File: config.mk
export PLATFORM = sky130hd
export DESIGN_NAME = adc_serial_capture_flat
export DESIGN_NICKNAME = d
export VERILOG_FILES = /design/src/rtl/adc_serial_capture_if.sv /design/src/rtl/adc_serial_capture.sv /design/src/flat_wrapper.sv
export SDC_FILE = /design/constraint.sdc
export NUM_CORES = 1
export LEC_CHECK = 0
export BUFFER_PORTS_ARGS = -buffer_cell sky130_fd_sc_hd__buf_2
export CAP_MARGIN = 25
export CORE_AREA = 2 2 86 67
export CTS_BUF_LIST = sky130_fd_sc_hd__clkbuf_8
export DETAILED_ROUTE_END_ITERATION = 10
export DIE_AREA = 0 0 88 69
export GPL_ROUTABILITY_DRIVEN = 0
export HOLD_SLACK_MARGIN = 0.05
export PLACE_DENSITY = 0.63
export SETUP_SLACK_MARGIN = 0.3
export SLEW_MARGIN = 20
export SYNTH_ARGS = -nofsm -noshare
export SYNTH_HDL_FRONTEND = slang
export SYNTH_SLANG_ARGS = --single-unit
File: constraint.sdc
create_clock -name clk -period 2.2 [get_ports clk]
set_clock_uncertainty 0.1 [all_clocks]
set_input_delay 0.22 -clock clk [delete_from_list [all_inputs] [get_ports clk]]
set_output_delay 0.22 -clock clk [all_outputs]
set_load 0.03 [all_outputs]
File: src/rtl/adc_serial_capture_if.sv
// Bus bundle for adc_serial_capture: trigger/ADC-facing inputs and capture outputs.
// The slave modport is the capture block; the master modport is its environment.
interface adc_serial_capture_if #(
    parameter int DATA_W = 16,
    parameter int NUM_CH = 1
) ();
    logic                     en;
    logic                     start;
    logic [NUM_CH-1:0]        dout;
    logic                     convst;
    logic                     sclk;
    logic                     busy;
    logic                     overrun;
    logic                     outvalid;
    logic [NUM_CH*DATA_W-1:0] data;
    logic [NUM_CH-1:0]        clip;

    modport master (
        output en, start, dout,
        input  convst, sclk, busy, overrun, outvalid, data, clip
    );

    modport slave (
        input  en, start, dout,
        output convst, sclk, busy, overrun, outvalid, data, clip
    );
endinterface

File: src/rtl/adc_serial_capture.sv
// Multi-lane serial ADC capture: CONVST pulse, divided SCLK, MSB-first shift, valid strobe.
// Optional macro ADC_CLIP_REJECT_EN: words at full-scale min/max keep the old value and pulse clip.
module adc_serial_capture #(
    parameter int DATA_W   = 16,
    parameter int NUM_CH   = 1,
    parameter int SCLK_DIV = 1,
    parameter int CONV_CYC = 45
) (
    input  logic                 clk,
    input  logic                 rst,
    adc_serial_capture_if.slave  bus
);
    localparam int DIV_W = $clog2(SCLK_DIV + 1);
    localparam int BIT_W = $clog2(DATA_W);
    localparam int CNV_W = $clog2(CONV_CYC + 1);

    localparam logic [1:0] ST_IDLE  = 2'd0;
    localparam logic [1:0] ST_CONV  = 2'd1;
    localparam logic [1:0] ST_SHIFT = 2'd2;

    localparam logic [DIV_W-1:0] DIV_LAST = DIV_W'(SCLK_DIV - 1);
    localparam logic [BIT_W-1:0] BIT_LAST = BIT_W'(DATA_W - 1);
    localparam logic [CNV_W-1:0] CNV_LAST = CNV_W'(CONV_CYC);

`ifdef ADC_CLIP_REJECT_EN
    function automatic logic is_clip(input logic [DATA_W-1:0] w);
        logic [DATA_W-1:0] min_w;
        min_w   = {1'b1, {(DATA_W-1){1'b0}}};
        is_clip = (w == min_w) || (w == ~min_w);
    endfunction
`endif

    logic [1:0]                          state_q, state_d;
    logic [CNV_W-1:0]                    conv_cnt_q, conv_cnt_d;
    logic [DIV_W-1:0]                    div_q, div_d;
    logic [BIT_W-1:0]                    bit_q, bit_d;
    logic                                sclk_q, sclk_d;
    logic                                convst_q, convst_d;
    logic                                busy_q, busy_d;
    logic                                overrun_q, overrun_d;
    logic                                outvalid_q, outvalid_d;
    logic [NUM_CH*DATA_W-1:0]            data_q, data_d;
    logic [NUM_CH-1:0]                   clip_q, clip_d;
    // The last bit of a word comes straight from dout, so only DATA_W-1 bits are stored.
    logic [NUM_CH-1:0][DATA_W-2:0]       shift_q, shift_d;
    logic [NUM_CH-1:0][DATA_W-1:0]       capt_s;
    logic                                accept_s;
    logic                                frame_end_s;

    assign accept_s    = bus.en & bus.start;
    assign frame_end_s = (state_q == ST_SHIFT) && (div_q == DIV_LAST) && sclk_q
                         && (bit_q == {BIT_W{1'b0}});

    // Word as it would look after shifting in the current dout sample.
    always_comb begin
        for (int i = 0; i < NUM_CH; i++) begin
            capt_s[i] = {shift_q[i], bus.dout[i]};
        end
    end

    // Next-state logic for the conversion/shift sequencer.
    always_comb begin
        state_d    = state_q;
        conv_cnt_d = conv_cnt_q;
        div_d      = div_q;
        bit_d      = bit_q;
        sclk_d     = sclk_q;
        convst_d   = convst_q;
        shift_d    = shift_q;
        data_d     = data_q;
        outvalid_d = 1'b0;
        clip_d     = {NUM_CH{1'b0}};
        overrun_d  = accept_s && (state_q != ST_IDLE) && !frame_end_s;
        case (state_q)
            ST_IDLE: begin
                if (accept_s) begin
                    state_d    = ST_CONV;
                    convst_d   = 1'b1;
                    conv_cnt_d = CNV_W'(1);
                end else begin
                    state_d    = ST_IDLE;
                end
            end
            ST_CONV: begin
                if (conv_cnt_q == CNV_LAST) begin
                    state_d  = ST_SHIFT;
                    convst_d = 1'b0;
                    bit_d    = BIT_LAST;
                    div_d    = {DIV_W{1'b0}};
                    sclk_d   = 1'b0;
                end else begin
                    conv_cnt_d = conv_cnt_q + CNV_W'(1);
                end
            end
            ST_SHIFT: begin
                if (div_q != DIV_LAST) begin
                    div_d = div_q + DIV_W'(1);
                end else if (!sclk_q) begin
                    div_d  = {DIV_W{1'b0}};
                    sclk_d = 1'b1;
                end else begin
                    // SCLK falling edge: sample the bit the ADC has held for the whole period.
                    div_d  = {DIV_W{1'b0}};
                    sclk_d = 1'b0;
                    for (int i = 0; i < NUM_CH; i++) begin
                        shift_d[i] = capt_s[i][DATA_W-2:0];
                    end
                    if (bit_q != {BIT_W{1'b0}}) begin
                        bit_d = bit_q - BIT_W'(1);
                    end else begin
                        outvalid_d = 1'b1;
                        for (int i = 0; i < NUM_CH; i++) begin
`ifdef ADC_CLIP_REJECT_EN
                            if (is_clip(capt_s[i])) begin
                                clip_d[i] = 1'b1;
                            end else begin
                                data_d[i*DATA_W +: DATA_W] = capt_s[i];
                            end
`else
                            data_d[i*DATA_W +: DATA_W] = capt_s[i];
`endif
                        end
                        if (accept_s) begin
                            state_d    = ST_CONV;
                            convst_d   = 1'b1;
                            conv_cnt_d = CNV_W'(1);
                        end else begin
                            state_d    = ST_IDLE;
                        end
                    end
                end
            end
            default: begin
                state_d  = ST_IDLE;
                convst_d = 1'b0;
                sclk_d   = 1'b0;
            end
        endcase
        busy_d = (state_d != ST_IDLE);
    end

    // State and output registers with synchronous active-low reset.
    always_ff @(posedge clk) begin
        if (!rst) begin
            state_q    <= ST_IDLE;
            conv_cnt_q <= {CNV_W{1'b0}};
            div_q      <= {DIV_W{1'b0}};
            bit_q      <= {BIT_W{1'b0}};
            sclk_q     <= 1'b0;
            convst_q   <= 1'b0;
            busy_q     <= 1'b0;
            overrun_q  <= 1'b0;
            outvalid_q <= 1'b0;
            data_q     <= {(NUM_CH*DATA_W){1'b0}};
            clip_q     <= {NUM_CH{1'b0}};
            shift_q    <= {(NUM_CH*(DATA_W-1)){1'b0}};
        end else begin
            state_q    <= state_d;
            conv_cnt_q <= conv_cnt_d;
            div_q      <= div_d;
            bit_q      <= bit_d;
            sclk_q     <= sclk_d;
            convst_q   <= convst_d;
            busy_q     <= busy_d;
            overrun_q  <= overrun_d;
            outvalid_q <= outvalid_d;
            data_q     <= data_d;
            clip_q     <= clip_d;
            shift_q    <= shift_d;
        end
    end

    assign bus.convst   = convst_q;
    assign bus.sclk     = sclk_q;
    assign bus.busy     = busy_q;
    assign bus.overrun  = overrun_q;
    assign bus.outvalid = outvalid_q;
    assign bus.data     = data_q;
    assign bus.clip     = clip_q;
endmodule

File: src/flat_wrapper.sv
// flat-port wrapper written by rule: the top's interface ports become plain ports
module adc_serial_capture_flat 
#(
    parameter int DATA_W   = 16,
    parameter int NUM_CH   = 1,
    parameter int SCLK_DIV = 1,
    parameter int CONV_CYC = 45
)
  (clk, rst, bus_en, bus_start, bus_dout, bus_convst, bus_sclk, bus_busy, bus_overrun, bus_outvalid, bus_data, bus_clip);
  adc_serial_capture_if #(.DATA_W(DATA_W), .NUM_CH(NUM_CH)) bus_i ();
  input  logic clk;
  input  logic rst;
  input wire logic [$bits(bus_i.en)-1:0] bus_en;
  input wire logic [$bits(bus_i.start)-1:0] bus_start;
  input wire logic [$bits(bus_i.dout)-1:0] bus_dout;
  output wire logic [$bits(bus_i.convst)-1:0] bus_convst;
  output wire logic [$bits(bus_i.sclk)-1:0] bus_sclk;
  output wire logic [$bits(bus_i.busy)-1:0] bus_busy;
  output wire logic [$bits(bus_i.overrun)-1:0] bus_overrun;
  output wire logic [$bits(bus_i.outvalid)-1:0] bus_outvalid;
  output wire logic [$bits(bus_i.data)-1:0] bus_data;
  output wire logic [$bits(bus_i.clip)-1:0] bus_clip;
  assign bus_i.en = bus_en;
  assign bus_i.start = bus_start;
  assign bus_i.dout = bus_dout;
  assign bus_convst = bus_i.convst;
  assign bus_sclk = bus_i.sclk;
  assign bus_busy = bus_i.busy;
  assign bus_overrun = bus_i.overrun;
  assign bus_outvalid = bus_i.outvalid;
  assign bus_data = bus_i.data;
  assign bus_clip = bus_i.clip;
  adc_serial_capture #(.DATA_W(DATA_W), .NUM_CH(NUM_CH), .SCLK_DIV(SCLK_DIV), .CONV_CYC(CONV_CYC)) u_core (.clk(clk), .rst(rst), .bus(bus_i));
endmodule
==> metrics.yaml, run 1 <==
status: "complete, no violations"
cts_sinks: 48
worstSetupEndpointType: "register"
dp_cells: 324
grt_max_degree: 36
worst_slack_ns: 0.390
hold_viol: 0
drv_slew: 0
worstPathArrival_ns: 1.95
vias: 1537
peakVddDrop_mv: 0.270
diodes: 0
hpwlAfterDp_mm: 2.47
layout-drive-gt1-share_pct: 18.3
drt-initial-drc-count: 59
design.die.area_mm2: 0.00607
synth_compound_area_share_pct: 19.8
fmax_mhz: 553
cts_tree: "built"
antenna_left: 0
drv_cap: 0
slew_headroom_pct: 64.5
period_needed_ns: 1.81
p_per_area_mw_per_mm2: 677
wl_per_cell_um: 11.1
initial_core_util_pct: 38.8
overflow: 0
die_h_um: 69
rsz0062_at_grt: "no"
synth.avg_cell_area_um2: 8.68
netlist_instances: 233
drc: 0
seq_area_frac_synth_pct: 47.5
port_buffers: 25
synth-warning-count: 0
syn-num-nets: 241
synth_flop_cell: "dfxtp_1"
worst_pin_slew_ns: 0.532
wirelength_mm: 3.67
timing.critical_path.fanout_max: 16
setup-tns-final_ns: 0
synth_simple_gate_area_share_pct: 22.8
crit_chain: "inv_1 > ha_1 > nand4bb_1 > a211o_4 > a211oi_2 > mux2i_1"
cp.buffers_inverters: 1
path_clk_slew_ns: 0.09
p_leak_uw: 0.000880
insertion_delay_ns: 0.30
rows: 23
multi_input_area_um2: 971
syn_area_mm2: 0.00202
cpPeakStageDelay_ns: 0.45
synth_mux_area_share_pct: 2.54
io_pins: 27
fp.dieW_um: 88
coreArea_mm2: 0.00521
synth-edff-count: 0
critPathRequiredTime_ns: 2.34
async_reset_ff_share_pct: 0
final_area_mm2: 0.00233
h-tree-depth: 2
fin_nets: 264
ff_latch_area_um2: 962
firstDrtPassIters: 4
placed_cell_area_mm2: 0.00220
synthXorXnorAreaFrac_pct: 0
synth.distinct_cells: 37
grt_pass1_vias: 1385
numCtsBuffers: 5
crit_path_start_kind: "register"
grt_first_pass_wirelength_mm: 6.28
area_growth_pct: 15.4
globalRouteTotalUtil_pct: 13.1
fillers: 552
synthAdderAreaFrac_pct: 1.86
ys_seq_elements: 48
holdWs_ns: 0.0663
finalNonFillerCells: 332
final-setup-viol-count: 0
critical-path-top-delay-family: "compound AO/OA/AOI/OAI gates"
cts_buffer_depth: 2
vias_per_cell: 4.63
synth_top_family_by_area: "simple AND/OR/NAND/NOR gates"
cts_hold_buf: 0
timing.final.crit_share_pct: 82.3
post-place-ws_ns: 0.321
crit_type: "register to register"
critical_path.slowest_cell: "a211o_4"
hold_class: "input port to register"
grt_antenna_before_repair: 0
cts_root_buf: "clkbuf_8"
power by group:
group / total, µW / switching (µW) / internal [µW]
Clock: 631 / 295 / 336
Sequential: 883 / 7.53 / 875
Combinational: 67.1 / 38.9 / 28.2
layout by cell type, fill, tap and decap left out, types with 4 or more instances in the layout:
master / synthesis / layout
a21boi_0: 31 / 31
clkbuf_8: 0 / 5
buf_2: 6 / 25
dfxtp_1: 48 / 47
a21oi_1: 7 / 7
buf_4: 4 / 7
inv_1: 5 / 5
mux2i_1: 4 / 4
nand2_1: 68 / 68
nor2_1: 6 / 6
nand3_1: 9 / 9
nand3b_1: 5 / 5
synthesized netlist by cell type (2+ instances only):
cell type   n  area, µm²
buf_4       4       30.0
mux2i_1     4       40.0
a21boi_0   31        233
o21a_1      3       22.5
nor2_1      6       22.5
nand3b_1    5       37.5
nor3_1      2       10.0
a21oi_1     7       35.0
inv_1       5       18.8
buf_2       6       30.0
a211o_1     2       17.5
ha_1        3       37.5
nand3_1     9       45.0
dfxtp_1    48        961
a21boi_1    3       22.5
nand2_1    68        255
clkbuf_1    5       18.8
and3_1      2       12.5
and4b_1     2       20.0
cell families (layout without fill, tap and decap cells):
logic type      count (synthesis)  after routing
flops                          48             48
fa+ha+maj                       3              3
other cells                     1              1
buf+inv                        21             45
compound gates                 54             54
mux                             5              5
simple gates                  101            101
registers in the layout, indices dropped and copies added, names as in the netlist:
register             count
u_core.bit_q             4
u_core.bus.busy          1
u_core.bus.convst        1
u_core.bus.data         16
u_core.bus.outvalid      1
u_core.bus.overrun       1
u_core.bus.sclk          1
u_core.conv_cnt_q        6
u_core.shift_q          15
u_core.state_q           2
worst paths after layout:
check	startpoint	endpoint	slack, ns	cells after the start
hold / removal	bus_dout	u_core.bus.data[0]$_SDFFE_PN0P_	0.07	3
hold reg to reg	u_core.bus.data[0]$_SDFFE_PN0P_	u_core.bus.data[0]$_SDFFE_PN0P_	0.36	2
setup reg to reg	u_core.bit_q[0]$_SDFFE_PN0P_	u_core.conv_cnt_q[5]$_SDFFE_PN0P_	0.39	6
setup / recovery	u_core.bit_q[0]$_SDFFE_PN0P_	u_core.conv_cnt_q[5]$_SDFFE_PN0P_	0.39	6
worst reg2reg max path, cell delays in order, from the launching register on:
cell,delay (ns)
dfxtp_1,0.33
inv_1,0.08
ha_1,0.21
nand4bb_1,0.17
a211o_4,0.45
a211oi_2,0.23
mux2i_1,0.19
metrics by stage:
step	power [µW]	utilization, %
after floorplan	957	-
after global placement	967	42.3
after detailed placement	968	42.3
after CTS	1600	44.5
after global routing	1650	44.8
final	1580	44.8
layer usage:
metal  wire (µm)  share of wire, %  global-route usage [%]  vias to the layer above
li1            -                 -                       -                      821
met1        2010                55                    18.4                      691
met2        1460                40                    18.4                       19
met3         123               3.3                    3.59                        6
met4          78               2.1                    6.15                        0
met5           0                 0                       0                        -
cell type report:
class	instances	share of cell area, %
clock buffers	5	2.95
clock inverters	3	1.82
inverters	5	0.804
multi-input cells	164	41.6
flip-flops and latches	48	41.2
well taps	75	4.02
repair buffers	32	7.61
what timing repair did:
item,CTS,global route
buffers inserted,0,0
resized for setup,0,5
setup endpoints to repair,0,5
endpoints found under the hold margin,0,0
(Power assumes the default switching activity.)
==> inputs of run 2 (changes only) <==
- ABC_AREA: not set -> 1
- CORE_AREA: 2 2 86 67 -> 2 2 84 66
- DIE_AREA: 0 0 88 69 -> 0 0 86 68
- clock period: 2.2 -> 1.7 ns (I/O delays scaled with it)
==> run 2 against run 1 <==
  * Combinational power rose to 3.1 times the previous value
  * Clock power rose by 9.5%
  * Die area shrank 3.7%
==> metrics.yaml, run 2 <==
status: "complete, no violations"
cts_buffer_depth: 2
critPathRequiredTime_ns: 1.82
worst_hold_path.num_cells: 3
reg2regPathDepth: 8
cpMostUsedCell: "nor2_4"
final_area_mm2: 0.00255
synthTopCellsByCount: "48 x dfxtp_1, 42 x nand2_1, 35 x nor2_1"
globalRouteTotalUtil_pct: 15.8
cp.buffers_inverters: 3
ys_seq_elements: 48
grt_pass1_vias: 1525
synth.top_cells.by_area: "dfxtp_1 49%, nand2_1 8.0%, nand3_1 6.9%"
synth-edff-count: 0
peakVddDrop_mv: 0.443
clkPwrFrac_pct: 33.6
initial_core_util_pct: 38.6
design.die.area_mm2: 0.00585
netlist_instances: 260
critical_path.slowest_cell: "dfxtp_4"
vias_per_cell: 4.94
crit_type: "register to register"
wirelength_mm: 4.54
hpwlAfterDp_mm: 2.91
insertion_delay_ns: 0.30
p_leak_uw: 0.00107
seq_area_frac_synth_pct: 48.9
synth-warning-count: 0
synth.distinct_cells: 26
port_buffers: 25
timing.final.crit_share_pct: 85.4
firstDrtPassIters: 4
rsz0062_at_grt: "yes"
cts_root_buf: "clkbuf_8"
synth.most_common_cell: "dfxtp_1"
crit_path_start_kind: "register"
fmax_mhz: 689
layout_common_cells: "39 x nand2_1, 39 x dfxtp_1, 28 x nor2_1"
die_h_um: 68
overflow: 0
cts_sinks: 48
worstPathArrival_ns: 1.57
period_needed_ns: 1.45
synth_flop_cell: "dfxtp_1"
p_per_area_mw_per_mm2: 805
io_pins: 27
area_growth_pct: 30.0
fin_nets: 309
grt_antenna_before_repair: 0
grt_first_pass_wirelength_mm: 7.17
syn-num-nets: 268
drt-initial-drc-count: 110
path_depth: 8
layout-drive-gt1-share_pct: 31.8
rows: 23
cpPeakStageDelay_ns: 0.38
wl_per_cell_um: 12.5
h-tree-depth: 2
hold_class: "input port to register"
drv_slew: 0
drc: 0
final-setup-viol-count: 0
largest_reg_flops: 16
intPower_uw: 1540
antenna_left: 0
worstSetupEndpointType: "register"
switchingPower_uw: 511
p_seq_share_pct: 56.1
path_clk_slew_ns: 0.09
fp.dieW_um: 86
numCtsBuffers: 5
coreArea_mm2: 0.00509
comb_power_share_pct: 10.2
timing.critical_path.fanout_max: 5
swShare_pct: 24.9
hold_viol: 0
syn_area_mm2: 0.00196
drv_cap: 0
synth.avg_cell_area_um2: 7.56
async_reset_ff_share_pct: 0
setup-tns-final_ns: 0
diodes: 0
grt_max_degree: 23
placed_cell_area_mm2: 0.00222
cts_tree: "built"
vias: 1799
crit_chain: "inv_2 > nor2_4 > nand2_2 > nor2_4 > buf_12 > buf_6 > nor2_1 > a211oi_1"
critical-path-top-delay-family: "simple AND/OR/NAND/NOR gates"
synth_top_area_share_pct: 48.9
synth_top_area_cell: "dfxtp_1"
==> run 2: layout make-up <==
cell class,instances,area [µm²]
timing repair inverter,1,6.26
tap,62,77.6
multi-input combinational,174,983
inverter,26,103
timing repair buffer,45,314
clock inverter,2,7.51
clock buffer,6,82.6
fill,479,2540
sequential,48,980
==> run 2: layer usage <==
metal  part of all wire [%]  GRT usage (%)
met1                     49           22.0
met2                     45           23.2
met3                    4.3           3.14
met4                    1.6           8.53
met5                      0              0
==> run 2: final timing paths <==
check	from	to	slack, ns
worst max-delay path	u_core.state_q[1]$_SDFF_PN0_	u_core.bus.data[2]$_SDFFE_PN0P_	0.25
worst min-delay path	rst	u_core.bus.sclk$_SDFFE_PN0P_	0.12
worst max register to register	u_core.state_q[1]$_SDFF_PN0_	u_core.bus.data[2]$_SDFFE_PN0P_	0.25
worst min register to register	u_core.bus.data[1]$_SDFFE_PN0P_	u_core.bus.data[1]$_SDFFE_PN0P_	0.37
==> run 2: repair_timing <==
| action | 4_1_cts | 5_1_grt |
|---|---|---|
| pin swaps | 3 | 12 |
| hold buffers | 3 | 0 |
| buffers inserted | 3 | 6 |
| gates resized for setup | 14 | 34 |
| hold endpoints to repair | 3 | 0 |
| endpoints found under the setup margin | 27 | 37 |
| gates cloned | 0 | 1 |
==> run 2: through the flow <==
stage | utilization, % | worst slack (ns) | total power, µW | instances | hold slack (ns)
finish | 50.1 | 0.248 | 2050 | 364 | 0.117
global route | 50.1 | 0.194 | 2140 | 364 | 0.126
CTS | 47.5 | 0.278 | 2050 | 357 | 0.107
detailed placement | 43.5 | 0.135 | 1340 | 343 | 0.354
global placement | 43.5 | 0.166 | 1340 | 343 | 0.342
floorplan | - | 0.286 | 1300 | 260 | 0.217
==> run 2: power by group through the flow <==
stage          Sequential [µW]  Combinational (µW)  Clock (µW)
4_1_cts                   1160                 193         706
3_5_place_dp              1180                 157           0
2_1_floorplan             1190                 113           0
3_3_place_gp              1180                 156           0
5_1_grt                   1160                 235         754
6_report                  1150                 211         691
==> run 2: kinds of logic (layout without fill, tap and decap cells) <==
| family | after synthesis | in the layout | share of synthesized area (%) |
|---|---|---|---|
| and+or+nand+nor | 118 | 118 | 26.9 |
| AOI/OAI and AO/OA | 51 | 51 | 13.8 |
| DFF | 48 | 48 | 48.9 |
| buffers and inverters | 38 | 80 | 7.83 |
| adders and majority gates | 3 | 3 | 1.91 |
| other | 1 | 1 | 0.191 |
| xor gates and xnor gates | 1 | 1 | 0.446 |
==> run 2: worst register-to-register path, stage by stage (launching register included) <==
cell,delay (ns)
dfxtp_4,0.38
inv_2,0.05
nor2_4,0.17
nand2_2,0.11
nor2_4,0.14
buf_12,0.13
buf_6,0.11
nor2_1,0.04
a211oi_1,0.15
